<file path="config.mk">
export PLATFORM = sky130hd
export DESIGN_NAME = aes_round_ctrl_flat
export DESIGN_NICKNAME = d
export VERILOG_FILES = /design/src/rtl/aes_pkg.sv /design/src/rtl/aes_round_ctrl_if.sv /design/src/rtl/rise_detect.sv /design/src/rtl/aes_round_ctrl.sv /design/src/flat_wrapper.sv
export SDC_FILE = /design/constraint.sdc
export NUM_CORES = 1
export LEC_CHECK = 0
export ABC_AREA = 1
export CAP_MARGIN = 20
export CORE_AREA = 3 3 40 42
export DETAILED_ROUTE_END_ITERATION = 16
export DIE_AREA = 0 0 43 45
export DONT_BUFFER_PORTS = 1
export PLACE_DENSITY_LB_ADDON = 0.2
export SYNTH_ARGS = -nofsm -noshare
export SYNTH_HDL_FRONTEND = slang
export SYNTH_SLANG_ARGS = --single-unit
</file>
<file path="constraint.sdc">
create_clock -name clk -period 3 [get_ports clk]
set_input_delay 0.75 -clock clk [delete_from_list [all_inputs] [get_ports clk]]
set_output_delay 0.75 -clock clk [all_outputs]
set_load 0.05 [all_outputs]
</file>
<file path="src/rtl/aes_pkg.sv">
// Shared types and constants for the AES round controller.
// FSM state encoding, round-count presets and round-index width.
package aes_pkg;

  localparam int NR_128 = 10;
  localparam int NR_192 = 12;
  localparam int NR_256 = 14;

  localparam int RIDX_W = 4;

  typedef enum logic [2:0] {
    IDLE,
    LOAD,
    ROUND,
    FINAL,
    DONE
  } state_e;

endpackage

</file>
<file path="src/rtl/aes_round_ctrl_if.sv">
// Control bundle between launch inputs and the AES round datapath.
// master: drives start/abort/rk_valid; slave: drives enables/index/status.
interface aes_round_ctrl_if #(
  parameter int RW = 4
);

  logic          start;
  logic          abort;
  logic          rk_valid;
  logic [RW-1:0] round_idx;
  logic          load_en;
  logic          round_en;
  logic          mix_en;
  logic          busy;
  logic          done;

  modport master (
    output start, abort, rk_valid,
    input  round_idx, load_en, round_en,
    input  mix_en, busy, done
  );

  modport slave (
    input  start, abort, rk_valid,
    output round_idx, load_en, round_en,
    output mix_en, busy, done
  );

endinterface

</file>
<file path="src/rtl/rise_detect.sv">
// Rising-edge detector for a level input; rise = in & ~in_q.
// Ports: clk, rst (sync, active-high), in (level), rise (pulse).
module rise_detect (
  input  logic clk,
  input  logic rst,
  input  logic in,
  output logic rise
);

  logic in_q;
  logic in_d;

  always_comb in_d = in;

  // Reset to 1 so a level already high out of reset is not a rise.
  always_ff @(posedge clk) begin
    if (rst) in_q <= 1'b1;
    else     in_q <= in_d;
  end

  assign rise = in & ~in_q;

endmodule

</file>
<file path="src/rtl/aes_round_ctrl.sv">
// Sequences one AES encryption: key add, NR-1 full rounds, final round.
// Ports: clk, rst (sync, active-high), bus (slave side of the control bundle).
module aes_round_ctrl
  import aes_pkg::*;
#(
  parameter int NR = NR_128,
  parameter int RW = RIDX_W
) (
  input  logic             clk,
  input  logic             rst,
  aes_round_ctrl_if.slave  bus
);

  localparam logic [RW-1:0] LAST_FULL = RW'(NR - 1);
  localparam logic [RW-1:0] FIN_IDX   = RW'(NR);

  state_e        state_q;
  state_e        state_d;
  logic [RW-1:0] idx_q;
  logic [RW-1:0] idx_d;
  logic          start_rise;
  logic          load_en;
  logic          round_en;
  logic          mix_en;

  rise_detect u_rise (
    .clk  (clk),
    .rst  (rst),
    .in   (bus.start),
    .rise (start_rise)
  );

  always_ff @(posedge clk) begin
    if (rst) begin
      state_q <= IDLE;
      idx_q   <= '0;
    end else begin
      state_q <= state_d;
      idx_q   <= idx_d;
    end
  end

  always_comb begin
    state_d  = state_q;
    idx_d    = idx_q;
    load_en  = 1'b0;
    round_en = 1'b0;
    mix_en   = 1'b0;
    // Abort wins and leaves every enable low this cycle.
    if (bus.abort) begin
      state_d = IDLE;
      idx_d   = '0;
    end else begin
      unique case (state_q)
        IDLE: begin
          if (start_rise) begin
            state_d = LOAD;
            idx_d   = '0;
          end
        end
        LOAD: begin
          load_en = bus.rk_valid;
          if (bus.rk_valid) begin
            state_d = ROUND;
            idx_d   = RW'(1);
          end
        end
        ROUND: begin
          round_en = bus.rk_valid;
          mix_en   = bus.rk_valid;
          if (bus.rk_valid) begin
            if (idx_q == LAST_FULL) begin
              state_d = FINAL;
              idx_d   = FIN_IDX;
            end else begin
              idx_d = idx_q + RW'(1);
            end
          end
        end
        FINAL: begin
          round_en = bus.rk_valid;
          if (bus.rk_valid) begin
            state_d = DONE;
            idx_d   = '0;
          end
        end
        DONE: begin
          state_d = IDLE;
          idx_d   = '0;
        end
        default: begin
          state_d = IDLE;
          idx_d   = '0;
        end
      endcase
    end
  end

  assign bus.round_idx = idx_q;
  assign bus.load_en   = load_en;
  assign bus.round_en  = round_en;
  assign bus.mix_en    = mix_en;
  assign bus.busy      = (state_q == LOAD) ||
                         (state_q == ROUND) ||
                         (state_q == FINAL);
  assign bus.done      = (state_q == DONE);

endmodule
</file>
<file path="src/flat_wrapper.sv">
// flat-port wrapper written by rule: the top's interface ports become plain ports
module aes_round_ctrl_flat import aes_pkg::*;
#(
  parameter int NR = NR_128,
  parameter int RW = RIDX_W
)
  (clk, rst, bus_start, bus_abort, bus_rk_valid, bus_round_idx, bus_load_en, bus_round_en, bus_mix_en, bus_busy, bus_done);
  aes_round_ctrl_if #(.RW(RW)) bus_i ();
  input  logic clk;
  input  logic rst;
  input wire logic [$bits(bus_i.start)-1:0] bus_start;
  input wire logic [$bits(bus_i.abort)-1:0] bus_abort;
  input wire logic [$bits(bus_i.rk_valid)-1:0] bus_rk_valid;
  output wire logic [$bits(bus_i.round_idx)-1:0] bus_round_idx;
  output wire logic [$bits(bus_i.load_en)-1:0] bus_load_en;
  output wire logic [$bits(bus_i.round_en)-1:0] bus_round_en;
  output wire logic [$bits(bus_i.mix_en)-1:0] bus_mix_en;
  output wire logic [$bits(bus_i.busy)-1:0] bus_busy;
  output wire logic [$bits(bus_i.done)-1:0] bus_done;
  assign bus_i.start = bus_start;
  assign bus_i.abort = bus_abort;
  assign bus_i.rk_valid = bus_rk_valid;
  assign bus_round_idx = bus_i.round_idx;
  assign bus_load_en = bus_i.load_en;
  assign bus_round_en = bus_i.round_en;
  assign bus_mix_en = bus_i.mix_en;
  assign bus_busy = bus_i.busy;
  assign bus_done = bus_i.done;
  aes_round_ctrl #(.NR(NR), .RW(RW)) u_core (.clk(clk), .rst(rst), .bus(bus_i));
endmodule
</file>
==> impl_metrics.tcl, run 1 <==
set metrics [dict create \
    status "complete, no violations" \
    coreArea_um2 1280 \
    numPortBuffers 0 \
    hold_slack_ns 0.577 \
    fin_area_um2 586 \
    dieHeight_um 45 \
    grt_pass1_wl_um 1990 \
    cts_hold_buf 0 \
    internal-power_uw 167 \
    hp-class "reg -> reg" \
    cts_buffers 3 \
    post_cts_resized 0 \
    yosysUniqueCellTypes 18 \
    crit_type "in -> out" \
    insertion_delay_ns 0.26 \
    dieArea_um2 1940 \
    finalWorstSetupSlack_ns 0.765 \
    grt_overflow 0 \
    max_slew_margin 0.574 \
    hold_viol 0 \
    cts_tree "done" \
    syn_to_final_growth_pct 15.6 \
    cp-end-kind "output port" \
    p_sw_uw 69.6 \
    grt_max_degree 8 \
    drive_above_1_share 0.250 \
    p_leak_nw 0.272 \
    drc_errors 0 \
    synthesis.nets 83 \
    grt_antenna_before_repair 0 \
    power_frac_seq 0.484 \
    num_vias 502 \
    p_per_area_nw_per_um2 404 \
    drt_iter0_drc 12 \
    fmax_mhz 447 \
    clkTransAtPathRegs_ns 0.05 \
    pre_cts_ws_ns 0.769 \
    skew_ns 0.00192 \
    grt_usage 0.142 \
    placed_area_um2 563 \
    nFillCells 153 \
    dpl.cell_count 96 \
    final_common_cell "nor2_1" \
    total_power_uw 236 \
    multi_input_area_um2 302 \
    wl_per_cell_um 12.2 \
    fin_util 0.456 \
    postSynthCellCount 76 \
    slew_viol_final 0 \
    tightestPinTransition_ns 0.638 \
    ant_nets 0 \
    pwr-share-comb 0.162 \
    initial_utilization 0.394 \
    finalNonFillerCells 99 \
    post-cts-setup-buffer-count 0 \
    synth_top_area_frac 0.316 \
    row_count 13 \
    synth-seq-cells 8 \
    synth_top_cell_by_area "dfxtp_1" \
    cp.required_ns 2.25 \
    seq_area_frac_synth 0.316 \
    timing.final.crit_share 0.745 \
    syn-cell-area_um2 507 \
    drv_cap 0 \
    swShare 0.295 \
    routed_wl_um 1210 \
    avgSynthCellArea_um2 6.67 \
    clockPowerShare 0.354 \
    fin_nets 93 \
    drtPass1Iterations 4 \
    cp.arrival_ns 1.49 \
    die_x_um 43 \
    cp_max_fo 3 \
    vias_per_cell 5.07 \
    grt_setup_unrepaired "false" \
    finalSetupViolCount 0 \
    startpoint_type "input pin" \
    io_pins 14 \
    fin_setup_tns_ns 0 \
    ir_drop_v 0.000219 \
    clockBufferDepth 2 \
    mostFrequentLayoutCells "nor2_1 (14), nand2_1 (12), inv_1 (11), dfxtp_1 (8), buf_4 (5)" \
    h-tree-depth 1 \
    synth_area_leaders "dfxtp_1 (32%), nor2_1 (10%), nand2_1 (8.9%), inv_1 (8.1%), ha_1 (4.9%)" \
    regArea_um2 160 \
    min_period_ns 2.24 \
    first_global_vias 460 \
    insertedDiodeCount 0 \
    gp_congestion 0.737 \
    clk_root_buffer_cell "clkbuf_4" \
    dp_hpwl_um 946 \
    ys_warn_count 0 \
    cts.sinks 8 \
]
==> power by group through the flow <==
stage               Sequential (mW)  Combinational, mW  Clock [mW]
global route                  0.115             0.0421      0.0906
CTS                           0.115             0.0385      0.0850
global placement              0.117             0.0372           0
finish                        0.114             0.0383      0.0836
floorplan                     0.116             0.0305           0
detailed placement            0.117             0.0384           0
==> cells by family after synthesis <==
kind of cell               synth area share
DFF                                   0.316
and+or+nand+nor                       0.474
buffers and inverters                0.0889
AOI/OAI and AO/OA                    0.0716
adders and majority gates            0.0494
==> layout make-up <==
type | instances | area share
inverter | 12 | 0.0769
multi-input combinational | 56 | 0.515
sequential | 8 | 0.274
clock buffer | 3 | 0.0385
timing repair buffer | 5 | 0.0641
tap | 15 | 0.0321
==> worst max-delay path, stage by stage <==
cell and delay (ns):
inv_1 0.06, or2_2 0.31, nor3_1 0.14, buf_4 0.22
==> worst paths after layout <==
kind / start / slack [ns] / cells past startpoint / endpoint
setup reg to reg: u_core.bus.round_idx[0] / 1.45 / 6 / u_core.bus.round_idx[0]
hold reg to reg: u_core.state_q[0] / 0.58 / 2 / u_core.state_q[0]
setup / recovery: bus_rk_valid / 0.76 / 4 / bus_round_en
hold / removal: u_core.state_q[0] / 0.58 / 2 / u_core.state_q[0]
==> per-layer routing <==
layer  share of wire  global-route usage  routed length, um
met1            0.45               0.150                545
met2            0.46               0.246                559
met3           0.057              0.0438                 69
met4           0.030              0.0904                 36
met5               0                   0                  0
==> sequential cells by signal, indices dropped and copies added (netlist names) <==
| name | flops |
|---|---|
| u_core.bus.round_idx | 4 |
| u_core.state_q | 3 |
| u_core.u_rise.in_q | 1 |
==> cells in the mapped netlist <==
cell and n:
nor2_1 14, ha_1 2, o21ai_0 2, nand2_1 12
dfxtp_1 8, nor3_2 1, inv_1 11, nand2_4 2
nor2_2 2, nor3_1 4, inv_2 1, or2_2 3
nand2_2 2, nand4_1 1, o22ai_1 1, nand3_1 4
a21oi_1 4, nand3_2 2
Note: power is estimated with default switching activity, not from simulation.
==> run 2, diff against run 1 <==
==> constraint.sdc (replaced) <==
create_clock -name clk -period 1.9 [get_ports clk]
set_input_delay 0.475 -clock clk [delete_from_list [all_inputs] [get_ports clk]]
set_output_delay 0.475 -clock clk [all_outputs]
set_load 0.05 [all_outputs]
==> impl_metrics.tcl, run 2 (synthesis gave the netlist of run 1 again) <==
set metrics [dict create \
    met3_length_um 73 \
    wl_per_cell_um 10.6 \
    p_leak_nw 0.299 \
    post_cts_resized 0 \
    h-tree-depth 1 \
    fin_nets 97 \
    numPortBuffers 0 \
    status "complete, no violations" \
    grt_usage 0.131 \
    cp-end-kind "output port" \
    cts_buffers 3 \
    hold_depth 1 \
    dp_hpwl_um 886 \
    io_pins 14 \
    startpoint_type "register" \
    coreArea_um2 1280 \
    syn_to_final_growth_pct 23.5 \
    drt_iter0_drc 4 \
    clockBufferDepth 2 \
    post-cts-setup-buffer-count 0 \
    insertedDiodeCount 0 \
    drtPass1Iterations 4 \
    fin_area_um2 626 \
    grt_antenna_before_repair 0 \
    crit_type "reg -> out" \
    ir_drop_v 0.000264 \
    reg2regPathDepth 7 \
    drc_errors 0 \
    drive_above_1_share 0.307 \
    hold_viol 0 \
    finalSetupViolCount 0 \
    pwr-share-comb 0.174 \
    row_count 13 \
    r2r-end "u_core.bus.round_idx[0]" \
    final_common_cell "nor2_1" \
    hold_slack_ns 0.322 \
    internal-power_uw 265 \
    cts.sinks 8 \
    die_x_um 43 \
    drv_cap 0 \
    vias_per_cell 4.78 \
    initial_utilization 0.394 \
    max_slew_margin 0.815 \
    first_global_vias 431 \
    num_vias 492 \
    grt_max_degree 8 \
    crit_end "bus_mix_en" \
    cts_tree "done" \
    clockPowerShare 0.355 \
    insertion_delay_ns 0.26 \
    cts_hold_buf 0 \
    hp-class "in -> reg" \
    ant_nets 0 \
    timing.final.crit_share 0.895 \
    placed_area_um2 603 \
    grt_pass1_wl_um 1850 \
    cp_max_fo 6 \
    grt_overflow 0 \
    crit_path_start "u_core.state_q[2]" \
    r2r_start "u_core.state_q[2]" \
    routed_wl_um 1100 \
    cp.required_ns 1.42 \
    dieArea_um2 1940 \
    dieHeight_um 45 \
    slew_viol_final 0 \
    min_period_ns 1.70 \
    tightestPinTransition_ns 0.277 \
    fmax_mhz 588 \
    p_per_area_nw_per_um2 599 \
    grt_setup_unrepaired "false" \
    wl_met2_um 491 \
    mostFrequentLayoutCells "nor2_1 (14), nand2_1 (12), inv_1 (11), buf_4 (9), dfxtp_1 (8)" \
    top_layer_used "met4" \
    wl_met1_um 508 \
    clk_root_buffer_cell "clkbuf_4" \
    gp_congestion 0.717 \
    clkTransAtPathRegs_ns 0.05 \
    cp.arrival_ns 1.22 \
    power_frac_seq 0.471 \
    nFillCells 135 \
    p_sw_uw 110 \
    largest_reg_flops 4 \
    skew_ns 0.00118 \
    swShare 0.294 \
    reg2reg_slack_ns 0.62 \
]
## run 2: power groups by stage
stage | Combinational, mW | Sequential (mW) | Clock, mW
CTS | 0.0661 | 0.176 | 0.139
detailed placement | 0.0659 | 0.180 | 0
global route | 0.0717 | 0.177 | 0.144
global placement | 0.0646 | 0.180 | 0
floorplan | 0.0486 | 0.183 | 0
finish | 0.0653 | 0.176 | 0.133
## run 2: through the flow
| step | setup TNS, ns | cells | setup WS [ns] | util | power (mW) |
|---|---|---|---|---|---|
| global placement | 0 | 100 | 0.272 | 0.469 | 0.245 |
| CTS | 0 | 103 | 0.187 | 0.487 | 0.381 |
| finish | 0 | 103 | 0.200 | 0.487 | 0.375 |
| global route | 0 | 103 | 0.0951 | 0.487 | 0.393 |
| detailed placement | 0 | 100 | 0.258 | 0.469 | 0.246 |
| floorplan | -0.158 | 76 | -0.0655 | - | 0.232 |
## run 2: worst min path at each step
stage / startpoint / slack [ns] / to
5_1_grt: rst / 0.33 / u_core.u_rise.in_q
3_3_place_gp: u_core.bus.round_idx[1] / 0.50 / u_core.bus.round_idx[1]
6_report: rst / 0.32 / u_core.u_rise.in_q
2_1_floorplan: u_core.state_q[0] / 0.53 / u_core.state_q[0]
3_5_place_dp: u_core.bus.round_idx[1] / 0.51 / u_core.bus.round_idx[1]
4_1_cts: rst / 0.32 / u_core.u_rise.in_q
## run 2: critical path: stages (launching register included)
cell and delay, ns:
dfxtp_1 0.38, inv_2 0.13, nand3_2 0.13, nor2_1 0.12
buf_4 0.20
## run 2: metal layers
| layer | up-vias | track usage |
|---|---|---|
| li1 | 265 | - |
| met1 | 210 | 0.157 |
| met2 | 13 | 0.201 |
| met3 | 4 | 0.0398 |
| met4 | 0 | 0.0904 |
| met5 | - | 0 |
## run 2: area by class of cell
| cell class | count | area, um2 | share of cell area |
|---|---|---|---|
| Clock buffer | 3 | 22.5 | 0.0360 |
| Multi-Input combinational cell | 56 | 312 | 0.498 |
| Timing Repair Buffer | 9 | 67.6 | 0.108 |
| Sequential cell | 8 | 160 | 0.256 |
| Inverter | 12 | 45.0 | 0.0720 |
| Tap cell | 15 | 18.8 | 0.0300 |
